--- config.mk ---
export PLATFORM = sky130hd
export DESIGN_NAME = turn_cmd_conditioner
export DESIGN_NICKNAME = d
export VERILOG_FILES = /design/src/rtl/headlight_pkg.sv /design/src/rtl/turn_cmd_conditioner_chk.sv /design/src/rtl/turn_cmd_conditioner_switch_debounce.sv /design/src/rtl/turn_cmd_conditioner.sv
export SDC_FILE = /design/constraint.sdc
export NUM_CORES = 1
export LEC_CHECK = 0
export CAP_MARGIN = 5
export CORE_UTILIZATION = 55
export DETAILED_ROUTE_END_ITERATION = 10
export GPL_TIMING_DRIVEN = 0
export HOLD_SLACK_MARGIN = 0.08
export PLACE_DENSITY = 0.75
export RECOVER_POWER = 25
export SLEW_MARGIN = 30
export SYNTH_ARGS = -nofsm -noshare
export SYNTH_HDL_FRONTEND = slang
export SYNTH_HIERARCHICAL = 1
export SYNTH_SLANG_ARGS = --single-unit
--- constraint.sdc ---
create_clock -name clk -period 1.8 [get_ports clk]
set_input_delay 0.36 -clock clk [delete_from_list [all_inputs] [get_ports clk]]
set_output_delay 0.36 -clock clk [all_outputs]
set_load 0.1 [all_outputs]
--- src/rtl/headlight_pkg.sv ---
// Shared types for the turn-signal path: conditioner FSM states and the
// one-hot command encoding consumed by the tailLight sequencer.
package headlight_pkg;

  typedef enum logic [1:0] {
    IDLE   = 2'd0,
    LEFT   = 2'd1,
    RIGHT  = 2'd2,
    HAZARD = 2'd3
  } turn_state_e;

  // Command vector order is {lt, rt, haz}.
  function automatic logic [2:0] state_to_cmd(input turn_state_e st);
    logic [2:0] cmd;
    case (st)
      LEFT:    cmd = 3'b100;
      RIGHT:   cmd = 3'b010;
      HAZARD:  cmd = 3'b001;
      default: cmd = 3'b000;
    endcase
    return cmd;
  endfunction

endpackage

--- src/rtl/turn_cmd_conditioner_chk.sv ---
// Invariant monitors for the conditioner outputs and its timeout counter.
module turn_cmd_conditioner_chk #(
  parameter int TIMEOUT_CYCLES = 1000
) (
  input logic                              clk,
  input logic                              rst_n,
  input logic                              lt,
  input logic                              rt,
  input logic                              haz,
  input logic [$clog2(TIMEOUT_CYCLES)-1:0] tmo
);

  localparam int TW = $clog2(TIMEOUT_CYCLES);
  localparam logic [TW-1:0] TMO_LAST = TW'(TIMEOUT_CYCLES - 1);

  a_cmd_onehot0: assert property (@(posedge clk) disable iff (!rst_n)
    $onehot0({lt, rt, haz}));

  a_tmo_in_range: assert property (@(posedge clk) disable iff (!rst_n)
    tmo <= TMO_LAST);

  a_tmo_idle_zero: assert property (@(posedge clk) disable iff (!rst_n)
    (!lt && !rt) |-> (tmo == '0));

endmodule

--- src/rtl/turn_cmd_conditioner_switch_debounce.sv ---
// Two-flop synchronizer followed by a stable-level debouncer: the output only
// follows the input after DEBOUNCE_CYCLES consecutive differing samples.
module switch_debounce #(
  parameter int DEBOUNCE_CYCLES = 4
) (
  input  logic clk,
  input  logic rst_n,
  input  logic i_raw,
  output logic o_level
);

  localparam int CW = (DEBOUNCE_CYCLES > 2) ? $clog2(DEBOUNCE_CYCLES) : 1;
  localparam logic [CW-1:0] CNT_LAST = CW'(DEBOUNCE_CYCLES - 1);

  logic          r_sync1;
  logic          r_sync2;
  logic          r_stable;
  logic [CW-1:0] r_cnt;

  // Metastability guard for the asynchronous switch input.
  always_ff @(posedge clk or negedge rst_n) begin
    if (!rst_n) begin
      r_sync1 <= 1'b0;
      r_sync2 <= 1'b0;
    end else begin
      r_sync1 <= i_raw;
      r_sync2 <= r_sync1;
    end
  end

  // The run counter restarts whenever the synced level agrees with stable.
  always_ff @(posedge clk or negedge rst_n) begin
    if (!rst_n) begin
      r_stable <= 1'b0;
      r_cnt    <= '0;
    end else if (r_sync2 == r_stable) begin
      r_cnt    <= '0;
    end else if (r_cnt == CNT_LAST) begin
      r_stable <= ~r_stable;
      r_cnt    <= '0;
    end else begin
      r_cnt    <= r_cnt + CW'(1);
    end
  end

  assign o_level = r_stable;

endmodule

--- src/rtl/turn_cmd_conditioner.sv ---
// Conditions raw stalk/hazard switches into clean, mutually exclusive,
// registered lt/rt/haz commands with steering cancel and turn timeout.
module turn_cmd_conditioner
  import headlight_pkg::*;
#(
  parameter int DEBOUNCE_CYCLES = 4,
  parameter int TIMEOUT_CYCLES  = 1000
) (
  input  logic clk,
  input  logic rst,
  input  logic lt_raw,
  input  logic rt_raw,
  input  logic haz_raw,
  input  logic cancel,
  output logic lt,
  output logic rt,
  output logic haz
);

  localparam int TW = $clog2(TIMEOUT_CYCLES);
  localparam logic [TW-1:0] TMO_LAST = TW'(TIMEOUT_CYCLES - 1);

  logic w_lt_db;
  logic w_rt_db;
  logic w_haz_db;
  logic w_lt_rise;
  logic w_rt_rise;
  logic w_haz_cond;
  logic w_tmo_done;

  turn_state_e   r_state;
  logic [TW-1:0] r_tmo;
  logic          r_lt_prev;
  logic          r_rt_prev;
  logic          r_lt;
  logic          r_rt;
  logic          r_haz;

  switch_debounce #(.DEBOUNCE_CYCLES(DEBOUNCE_CYCLES)) u_lt_db (
    .clk     (clk),
    .rst_n   (rst),
    .i_raw   (lt_raw),
    .o_level (w_lt_db)
  );

  switch_debounce #(.DEBOUNCE_CYCLES(DEBOUNCE_CYCLES)) u_rt_db (
    .clk     (clk),
    .rst_n   (rst),
    .i_raw   (rt_raw),
    .o_level (w_rt_db)
  );

  switch_debounce #(.DEBOUNCE_CYCLES(DEBOUNCE_CYCLES)) u_haz_db (
    .clk     (clk),
    .rst_n   (rst),
    .i_raw   (haz_raw),
    .o_level (w_haz_db)
  );

  assign w_lt_rise  = w_lt_db & ~r_lt_prev;
  assign w_rt_rise  = w_rt_db & ~r_rt_prev;
  assign w_haz_cond = w_haz_db | (w_lt_db & w_rt_db);
  assign w_tmo_done = (r_tmo == TMO_LAST);

  // Turn arbitration: hazard, then hazard release, then new stalk edges,
  // then cancel/timeout. Outputs are registered copies of the next state.
  always_ff @(posedge clk or negedge rst) begin
    if (!rst) begin
      r_state   <= IDLE;
      r_tmo     <= '0;
      r_lt_prev <= 1'b0;
      r_rt_prev <= 1'b0;
      {r_lt, r_rt, r_haz} <= 3'b000;
    end else begin
      r_lt_prev <= w_lt_db;
      r_rt_prev <= w_rt_db;
      if (w_haz_cond) begin
        r_state <= HAZARD;
        r_tmo   <= '0;
        {r_lt, r_rt, r_haz} <= state_to_cmd(HAZARD);
      end else begin
        case (r_state)
          IDLE, LEFT, RIGHT: begin
            if (w_lt_rise) begin
              r_state <= LEFT;
              r_tmo   <= '0;
              {r_lt, r_rt, r_haz} <= state_to_cmd(LEFT);
            end else if (w_rt_rise) begin
              r_state <= RIGHT;
              r_tmo   <= '0;
              {r_lt, r_rt, r_haz} <= state_to_cmd(RIGHT);
            end else if ((r_state == IDLE) || cancel || w_tmo_done) begin
              r_state <= IDLE;
              r_tmo   <= '0;
              {r_lt, r_rt, r_haz} <= state_to_cmd(IDLE);
            end else begin
              r_state <= r_state;
              r_tmo   <= r_tmo + TW'(1);
              {r_lt, r_rt, r_haz} <= state_to_cmd(r_state);
            end
          end
          default: begin
            // Leaving hazard never resumes a turn; a fresh stalk edge is needed.
            r_state <= IDLE;
            r_tmo   <= '0;
            {r_lt, r_rt, r_haz} <= state_to_cmd(IDLE);
          end
        endcase
      end
    end
  end

  assign lt  = r_lt;
  assign rt  = r_rt;
  assign haz = r_haz;

  turn_cmd_conditioner_chk #(.TIMEOUT_CYCLES(TIMEOUT_CYCLES)) u_chk (
    .clk   (clk),
    .rst_n (rst),
    .lt    (r_lt),
    .rt    (r_rt),
    .haz   (r_haz),
    .tmo   (r_tmo)
  );

endmodule

==> out/metrics.cfg, run 1 <==
[critical_path]
cp.required_ns=2.06
worst-path-buf-inv=1
r2r_slack_ns=0.12
crit_path_top_delay_cell=dfrtp_1
worstPathMaxFanout=10
startpoint_type=flip-flop
worst-path-stages=6
timing.rr.end=r_tmo[3]
r2r-start=r_tmo[0]
critPathMaxStageDelay_ns=0.40
reg2reg_depth=6
crit_chain=ha_1, and4bb_1, a311oi_2, nand3_2, buf_6, nor2_1
cp-endpoint=r_tmo[3]
critical_path_arrival_ns=1.93
critPathLaunch=r_tmo[0]
path_class=reg -> reg
endpoint_kind=flip-flop
path_delay_family=simple AND/OR/NAND/NOR gates

[route]
wirelength_um=1703
ant_nets=0
drt_iter0_markers=9
wl_per_cell_um=11.51
drt-vias-per-instance=5.027
vias=744
drc=0
first_pass_iters=4

[power_and_ir_drop]
power_switching_mw=0.8263
p_sw_frac=0.3768
vdd_drop_max_v=0.001157
power_density_nw_per_um2=1490
combPwrFrac=0.343
p_total_mw=2.193
seqPwrFrac=0.470
p_int_mw=1.366
clkPwrFrac=0.187
power.leakage_nw=0.6429

[worst_hold_path]
hold_path.class=reg -> reg

[cells_and_area]
instances_no_fill=148
syn_to_final_growth_pct=13.73
nNetsFinal=129
drive_above_1_share=0.1833
antenna_cells=0
fin_util=0.6652

[floorplan]
die_w_um=50.50
initial_core_util=0.5848
core_um2=2212
die-area_um2=2550
rows=17
die_height_um=50.50
pin_count=9

[global_routing]
grtUsageMet3=0.09091
grt_max_degree=33
grt_overflow=0
busiest_layer=met2
met1_usage=0.2087
grt_first_pass_wirelength_um=3070
grt_pass1_vias=737
antenna_found_initial=0
track_usage=0.1748
use_met2=0.2600

[placed_design]
dp.cells=139
port_buffers=8
dp_slack_ns=0.009842
gp_congestion=0.8204
dp_hpwl_um=1209

[clock_network]
clock_path_buffers=2
root_buffer=clkbuf_4
cts_num_sinks=32
htreeDepth=2
insertion_delay_ns=0.32
clkTransAtPathRegs_ns=0.09
cts_tree=done
numCtsBuffers=5

[sta]
min_period_ns=1.676
final_max_slew_viol_count=0
whs_ns=0.3593
finalCritPeriodShare=0.9309
slew_headroom=0.5618
rsz0062_at_grt=no
finalWorstSetupSlack_ns=0.1244
clock_skew_ns=0.007100
max_clock_freq_mhz=596.8
setup_viol=0
hold_violations=0
tightest_slew_ns=0.6574

[job]
max_cap_viol_count=0

[yosys]
syn_area_per_cell_um2=12.56
syn-cell-area_um2=1294
ys_ff_latch=32
synth_seq_area_share=0.6190
ys_warn_count=6
syn-num-nets=113
synth_cell_type_count=26
netlist_instances=103

[outcome]
status=completed

-- layout make-up --
class	instances	area (um2)
repair buffers	9	88.84
inverters	4	15.01
multi-input cells	66	461.7
well taps	28	35.03
fillers	178	740.7
flip-flops and latches	32	800.8
plain buffers	1	11.26
clock buffers	8	58.81
-- state kept, by name (all words and copies together) (netlist names), 2 cells and up --
| name | flops |
|---|---|
| r_tmo | 10 |
| r_state | 2 |
| u_haz_db/r_cnt | 2 |
| u_lt_db/r_cnt | 2 |
| u_rt_db/r_cnt | 2 |
-- stage by stage --
stage	area [um2]	setup TNS (ns)
after floorplan	1294	0
after global placement	1409	-5.244
after detailed placement	1404	0
after CTS	1476	0
after global routing	1471	0
final	1471	0
-- routing by layer --
metal	part of all wire	vias to the layer above
met4	0.020	0
met2	0.47	12
met1	0.46	352
li1	-	375
met3	0.045	5
met5	0	-
-- power groups by stage --
stage	sequential, mW	clock, mW	combinational [mW]
2_1_floorplan	1.25	0	0.380
3_3_place_gp	1.04	0	0.748
3_5_place_dp	1.05	0	0.776
4_1_cts	1.04	0.423	0.771
5_1_grt	1.05	0.464	0.823
6_report	1.03	0.409	0.753
-- cells by family after synthesis --
logic type / synth area share
simple gates: 0.1692
flops: 0.6190
xor+xnor: 0.08125
compound gates: 0.04545
buf+inv: 0.02031
fa+ha+maj: 0.03869
mux: 0.02611
-- cells in the mapped netlist --
cell type,n,area share
and4_2,1,0.0077
and2b_2,1,0.0068
nor4_1,1,0.0048
nor3_2,3,0.023
o31ai_1,1,0.0058
a31oi_1,1,0.0048
and2_1,1,0.0048
inv_1,4,0.012
mux2_2,3,0.026
xor2_1,3,0.020
ha_1,4,0.039
a21oi_1,5,0.019
nor3_1,3,0.012
dfrtp_1,32,0.62
and3_2,1,0.0058
a311oi_2,1,0.012
xnor2_1,9,0.061
nor2b_1,4,0.019
or2b_2,1,0.0068
and4bb_1,1,0.0097
nand3_1,3,0.012
o21ai_0,1,0.0039
buf_6,1,0.0087
nand3_2,1,0.0077
nand2_1,5,0.015
nor2_1,12,0.035
-- cells in the final DEF, fill, tap and decap left out, types with 2 or more instances in the layout --
cell type,n
nor2_1,12
ha_1,4
nor2b_1,4
clkbuf_4,5
xnor2_1,9
clkbuf_1,2
nor3_2,2
nand2_1,5
xor2_1,3
nor3_1,4
dlygate4sd3_1,4
nand3_1,3
dfrtp_1,32
a21oi_1,5
mux2_2,3
clkdlybuf4s15_2,3
inv_1,4
-- worst min-delay path by stage --
stage	endpoint	startpoint	cells after the start	slack, ns
6_report	u_lt_db/r_sync2	u_lt_db/r_sync1	0	0.36
5_1_grt	u_lt_db/r_sync2	u_lt_db/r_sync1	0	0.37
4_1_cts	u_lt_db/r_sync2	u_lt_db/r_sync1	0	0.36
3_5_place_dp	u_rt_db/r_sync2	u_rt_db/r_sync1	0	0.34
3_3_place_gp	u_lt_db/r_sync2	u_lt_db/r_sync1	0	0.33
2_1_floorplan	haz	rst	0	0.06
-- what timing repair did --
| item | 4_1_cts | 5_1_grt |
|---|---|---|
| gates resized for setup | 9 | 0 |
| endpoints found under the hold margin | 31 | 0 |
| endpoints found under the setup margin | 3 | 0 |
| hold buffers | 1 | 0 |
| setup buffers | 0 | 0 |
Power figures use the tool's default switching activity.
==> inputs of run 2 (changes only) <==
--- a/config.mk
+++ b/config.mk
@@ -5,13 +5,14 @@
 export SDC_FILE = /design/constraint.sdc
 export NUM_CORES = 1
 export LEC_CHECK = 0
+export ABC_AREA = 1
 export CAP_MARGIN = 5
 export CORE_UTILIZATION = 55
 export DETAILED_ROUTE_END_ITERATION = 10
 export GPL_TIMING_DRIVEN = 0
 export HOLD_SLACK_MARGIN = 0.08
 export PLACE_DENSITY = 0.75
-export RECOVER_POWER = 25
+export RECOVER_POWER = 50
 export SLEW_MARGIN = 30
 export SYNTH_ARGS = -nofsm -noshare
 export SYNTH_HDL_FRONTEND = slang
==> out/metrics.cfg, run 2 <==
[outcome]
status=completed

[cells_and_area]
syn_to_final_growth_pct=14.54
final_common_cell=dfrtp_1
top_register=r_tmo
nNetsFinal=171  ; +33%
antenna_cells=0  ; unchanged
largest_reg_flops=10  ; unchanged
layout_common_cells=dfrtp_1, nand2_1, inv_1
drive_above_1_share=0.1790  ; -0.004321
final_cell_area_um2=1607  ; +9.2%

[yosys]
synth_area_leaders=dfrtp_1, nand2_1, inv_1
syn-cell-area_um2=1403  ; +8.4%
ys_warn_count=6  ; unchanged
yosys_most_used_dff=dfrtp_1
syn-num-nets=155  ; +37%
synthTopCellsByCount=dfrtp_1, nand2_1, inv_1
synth_top_area_share=0.5709  ; -0.04804
synth-edff-count=0  ; unchanged
ys_ff_latch=32  ; unchanged
syn_area_per_cell_um2=9.673  ; -23%
yosysMostFrequentCell=dfrtp_1
synth_cell_type_count=22  ; -15%
netlist_instances=145  ; +41%
synth_area_leader_cell=dfrtp_1
synth_seq_area_share=0.5709  ; -0.04804
ys_async_sr_fraction=1.000  ; unchanged

[sta]
clock_skew_ns=0.01245  ; +0.005346 ns
setup_viol=0  ; unchanged
whs_ns=0.3431  ; -0.01618 ns
finalCritPeriodShare=0.8764  ; -0.05447
tightest_slew_ns=0.7632  ; +0.1058 ns
slew_headroom=0.4912  ; -0.07053
hold_violations=0  ; unchanged
final_max_slew_viol_count=0  ; unchanged
rsz0062_at_grt=no
min_period_ns=1.578  ; -0.09805 ns
max_clock_freq_mhz=633.9  ; +6.2%
finalWorstSetupSlack_ns=0.2225  ; +0.09805 ns

[power_and_ir_drop]
power_density_nw_per_um2=1483  ; -0.46%
p_total_mw=2.383  ; +8.7%
power.leakage_nw=0.7745  ; +20%
vdd_drop_max_v=0.001126  ; -2.7%

[route]
wl_per_cell_um=12.09  ; +5.1%
wirelength_um=2297  ; +35%
vias=976  ; +31%
drc=0  ; unchanged
drt-vias-per-instance=5.137  ; +2.2%
first_pass_iters=4  ; unchanged
ant_nets=0  ; unchanged
drt_iter0_markers=22  ; +13

[global_routing]
grt_pass1_vias=976  ; +32%
track_usage=0.2124  ; +0.03765
grt_max_degree=33  ; unchanged
antenna_found_initial=0  ; unchanged
grt_first_pass_wirelength_um=4022  ; +31%
grt_overflow=0  ; unchanged

[floorplan]
rows=17  ; unchanged
die_height_um=52.50  ; +4.0%
core_um2=2297  ; +3.8%
pin_count=9  ; unchanged
die-area_um2=2756  ; +8.1%
die_w_um=52.50  ; +4.0%
initial_core_util=0.6106  ; +0.02572

[critical_path]
critical_path_arrival_ns=1.22  ; -0.71 ns
crit_path_top_delay_cell=clkdlybuf4s15_2
reg2reg_depth=7  ; +1
path_class=reg -> out
path_delay_family=buffers and inverters
endpoint_kind=primary output
startpoint_type=flip-flop
crit_chain=clkdlybuf4s15_2
critPathMaxStageDelay_ns=0.55  ; +0.15 ns
cp.required_ns=1.44  ; -0.62 ns
worst-path-stages=1  ; -5
worstPathMaxFanout=1  ; -9
worst-path-buf-inv=1  ; unchanged

[placed_design]
place_area_um2=1513  ; +7.8%
port_buffers=8  ; unchanged
gp_congestion=0.7991  ; -2.6%
dp_hpwl_um=1613  ; +33%
dp_slack_ns=0.01210  ; +0.002258 ns

[clock_network]
htreeDepth=2  ; unchanged
cts_tree=done
cts_num_sinks=32  ; unchanged
clock_path_buffers=2  ; unchanged
clkTransAtPathRegs_ns=0.11  ; +0.02 ns
insertion_delay_ns=0.34  ; +0.02 ns
root_buffer=clkbuf_4
numCtsBuffers=5  ; unchanged

[worst_hold_path]
hold_path.class=reg -> reg
hold_path_depth=0  ; unchanged

[job]
max_cap_viol_count=0  ; unchanged

[run 2: cell types whose count changed in the layout (fill, tap and decap cells not counted), moves of 3 or more]
| cell | before | now |
|---|---|---|
| nor2b_1 | 4 | 0 |
| nor2_2 | 0 | 8 |
| nand2_1 | 5 | 29 |
| xnor2_1 | 9 | 0 |
| inv_1 | 4 | 23 |
| nor3_1 | 4 | 0 |
| or2_0 | 0 | 3 |
| mux2_2 | 3 | 0 |
| nor2_1 | 12 | 15 |
| o21ai_0 | 1 | 5 |
| nand4_1 | 0 | 3 |
[run 2: path summary, 6_finish.rpt]
path,startpoint,endpoint,slack (ns)
max in group asynchronous,rst,r_tmo[5],0.69
hold reg to reg,u_lt_db/r_sync1,u_lt_db/r_sync2,0.34
hold / removal,u_lt_db/r_sync1,u_lt_db/r_sync2,0.34
min in group asynchronous,rst,u_haz_db/r_cnt[1],0.61
setup reg to reg,r_tmo[0],r_tmo[6],0.38
setup / recovery,lt,lt,0.22
[run 2: metal layers]
layer  GRT usage  up-vias  routed length, um
li1            -      481                  -
met4     0.09211        0                 48
met1      0.2322      465               1012
met2      0.3650       22               1118
met5           0        -                  0
met3     0.07826        8                118
[run 2: metrics by stage]
step / cells / utilization / setup TNS [ns]
floorplan: 145 / - / 0
global placement: 181 / 0.6607 / -4.658
detailed placement: 181 / 0.6585 / 0
CTS: 190 / 0.6993 / 0
global route: 190 / 0.6993 / 0
finish: 190 / 0.6993 / 0
[run 2: cells by family after synthesis]
logic type,after synthesis,synth area share
and+or+nand+nor,67,0.2391
xor gates and xnor gates,4,0.02498
AOI/OAI and AO/OA,12,0.05442
DFF,32,0.5709
adders and majority gates,4,0.03568
buffers and inverters,26,0.07493
[run 2: worst reg2reg max path, delay by kind of cell, from the launching register on]
family / cells / cell delay (ns)
buffers and inverters: 2 / 0.28
DFF: 1 / 0.41
adders and majority gates: 1 / 0.22
and+or+nand+nor: 4 / 0.45
[run 2: layout make-up]
type	count	area [um2]
plain buffers	1	11.26
clock buffers	5	37.54
clock inverters	3	42.54
fillers	188	690.7
inverters	25	93.84
multi-input cells	87	496.7
flip-flops and latches	32	800.8
well taps	28	35.03
repair buffers	9	88.84
[run 2: power by group]
group          internal, mW  total [mW]  switching (mW)
logic                 0.248       0.839           0.591
registers             0.893        1.00           0.108
clock network         0.289       0.542           0.253
[run 2: repair_timing]
action / in CTS / in global routing
hold buffers: 1 / 0
buffers inserted: 0 / 0
resized for setup: 9 / 0
hold endpoints to repair: 32 / 0
setup endpoints to repair: 3 / 0
==> inputs of run 3 (changes only) <==
--- a/config.mk
+++ b/config.mk
@@ -13,6 +13,8 @@
 export HOLD_SLACK_MARGIN = 0.08
 export PLACE_DENSITY = 0.75
 export RECOVER_POWER = 50
+export REMOVE_ABC_BUFFERS = 1
+export SKIP_CTS_REPAIR_TIMING = 1
 export SLEW_MARGIN = 30
 export SYNTH_ARGS = -nofsm -noshare
 export SYNTH_HDL_FRONTEND = slang
==> out/metrics.cfg, run 3 (same netlist as run 2, synthesis figures left out) <==
[clock_network]
root_buffer=clkbuf_4
clock_path_buffers=2  ; unchanged
cts_tree=done
insertion_delay_ns=0.33  ; about the same
clkTransAtPathRegs_ns=0.09  ; -0.02 ns
cts_num_sinks=32  ; unchanged
numCtsBuffers=5  ; unchanged
htreeDepth=2  ; unchanged

[global_routing]
grt_pass1_vias=926  ; -5.1%
grt_overflow=0  ; unchanged
grt_max_degree=33  ; unchanged
antenna_found_initial=0  ; unchanged
grt_first_pass_wirelength_um=3939  ; -2.1%
track_usage=0.2130  ; +0.0005807

[route]
drt_iter0_markers=15  ; -32%
vias=935  ; -4.2%
wirelength_um=2142  ; -6.7%
highest_layer=met4
dr_wl_met2_um=1003  ; -10%
ant_nets=0  ; unchanged
drt-vias-per-instance=5.000  ; -2.7%
wl_met1_um=969  ; -4.2%
drc=0  ; unchanged
wl_per_cell_um=11.45  ; -5.3%
wl_met3_um=103  ; -13%
first_pass_iters=4  ; unchanged

[cells_and_area]
antenna_cells=0  ; unchanged
syn_to_final_growth_pct=11.77
layout_common_cells=dfrtp_1, nand2_1, inv_1
drive_above_1_share=0.1635  ; -0.01549
nNetsFinal=169  ; -1.2%
top_register=r_tmo
final_common_cell=dfrtp_1
final_cell_area_um2=1568  ; -2.4%
largest_reg_flops=10  ; unchanged
fin_util=0.6825  ; -0.01688

[placed_design]
port_buffers=8  ; unchanged
dp_hpwl_um=1524  ; -5.5%
place_area_um2=1501  ; -0.74%
gp_congestion=0.7770  ; -2.8%

[job]
max_cap_viol_count=0  ; unchanged

[outcome]
status=completed

[sta]
rsz0062_at_grt=no
slew_headroom=0.3602  ; -0.1310
max_clock_freq_mhz=572.1  ; -9.7%
hold_violations=0  ; unchanged
min_period_ns=1.748  ; +0.1704 ns
finalCritPeriodShare=0.9711  ; +0.09468
final_max_slew_viol_count=0  ; unchanged
tightest_slew_ns=0.9581  ; +0.1950 ns
setup_viol=0  ; unchanged
tns_ns=0  ; unchanged
clock_skew_ns=0.006983  ; -0.005463 ns

[floorplan]
rows=17  ; unchanged
die_height_um=52.50  ; unchanged
die_w_um=52.50  ; unchanged
initial_core_util=0.6106  ; unchanged
pin_count=9  ; unchanged
die-area_um2=2756  ; unchanged
core_um2=2297  ; unchanged

[power_and_ir_drop]
power.leakage_nw=0.7689  ; -0.72%
p_total_mw=2.265  ; -5.0%
power_density_nw_per_um2=1445  ; -2.6%
vdd_drop_max_v=0.001114  ; -1.1%

[critical_path]
cp.required_ns=1.44  ; about the same
path_class=reg -> out
worstPathMaxFanout=1  ; unchanged
critical_path_arrival_ns=1.39  ; +0.17 ns
path_delay_family=buffers and inverters
crit_path_top_delay_cell=dlymetal6s2s_1
worst-path-buf-inv=1  ; unchanged
endpoint_kind=primary output
r2r_slack_ns=0.27  ; -0.11 ns
startpoint_type=flip-flop
crit_chain=dlymetal6s2s_1
critPathMaxStageDelay_ns=0.73  ; +0.18 ns

[worst_hold_path]
hold_path.class=in -> async

## run 3: path summary, 6_finish.rpt
check	start	end	cells past startpoint
worst max-delay path	haz	haz	1
min in group clk	u_rt_db/r_sync1	u_rt_db/r_sync2	0
worst max register to register	r_tmo[0]	r_state[0]	6
worst min-delay path	rst	rt	1
max in group asynchronous	rst	r_tmo[4]	1
worst min register to register	u_rt_db/r_sync1	u_rt_db/r_sync2	0
## run 3: metal layers
metal | up-vias | global-route usage
li1 | 475 | -
met1 | 437 | 0.2433
met2 | 18 | 0.3291
met3 | 5 | 0.08696
met4 | 0 | 0.1316
met5 | - | 0
## run 3: cell type report
cell class                 instances  area, um2
tap                               28      35.03
multi-input combinational         87      505.5
sequential                        32      800.8
fill                             185      729.5
timing repair buffer               8      67.56
inverter                          25      93.84
clock buffer                       7      65.06
## run 3: through the flow
step	hold WS (ns)	instances	setup slack, ns
final	0.07588	187	0.05204
after global routing	0.1452	187	0.01218
after CTS	0.07102	187	-0.3711
after detailed placement	0.3455	180	-0.0005781
after global placement	0.3318	180	-0.1404
after floorplan	0.06441	144	0.2897
## run 3: power breakdown
group	switching (mW)	internal (mW)
combinational	0.583	0.230
clock	0.232	0.221
sequential	0.105	0.894
total	0.920	1.34
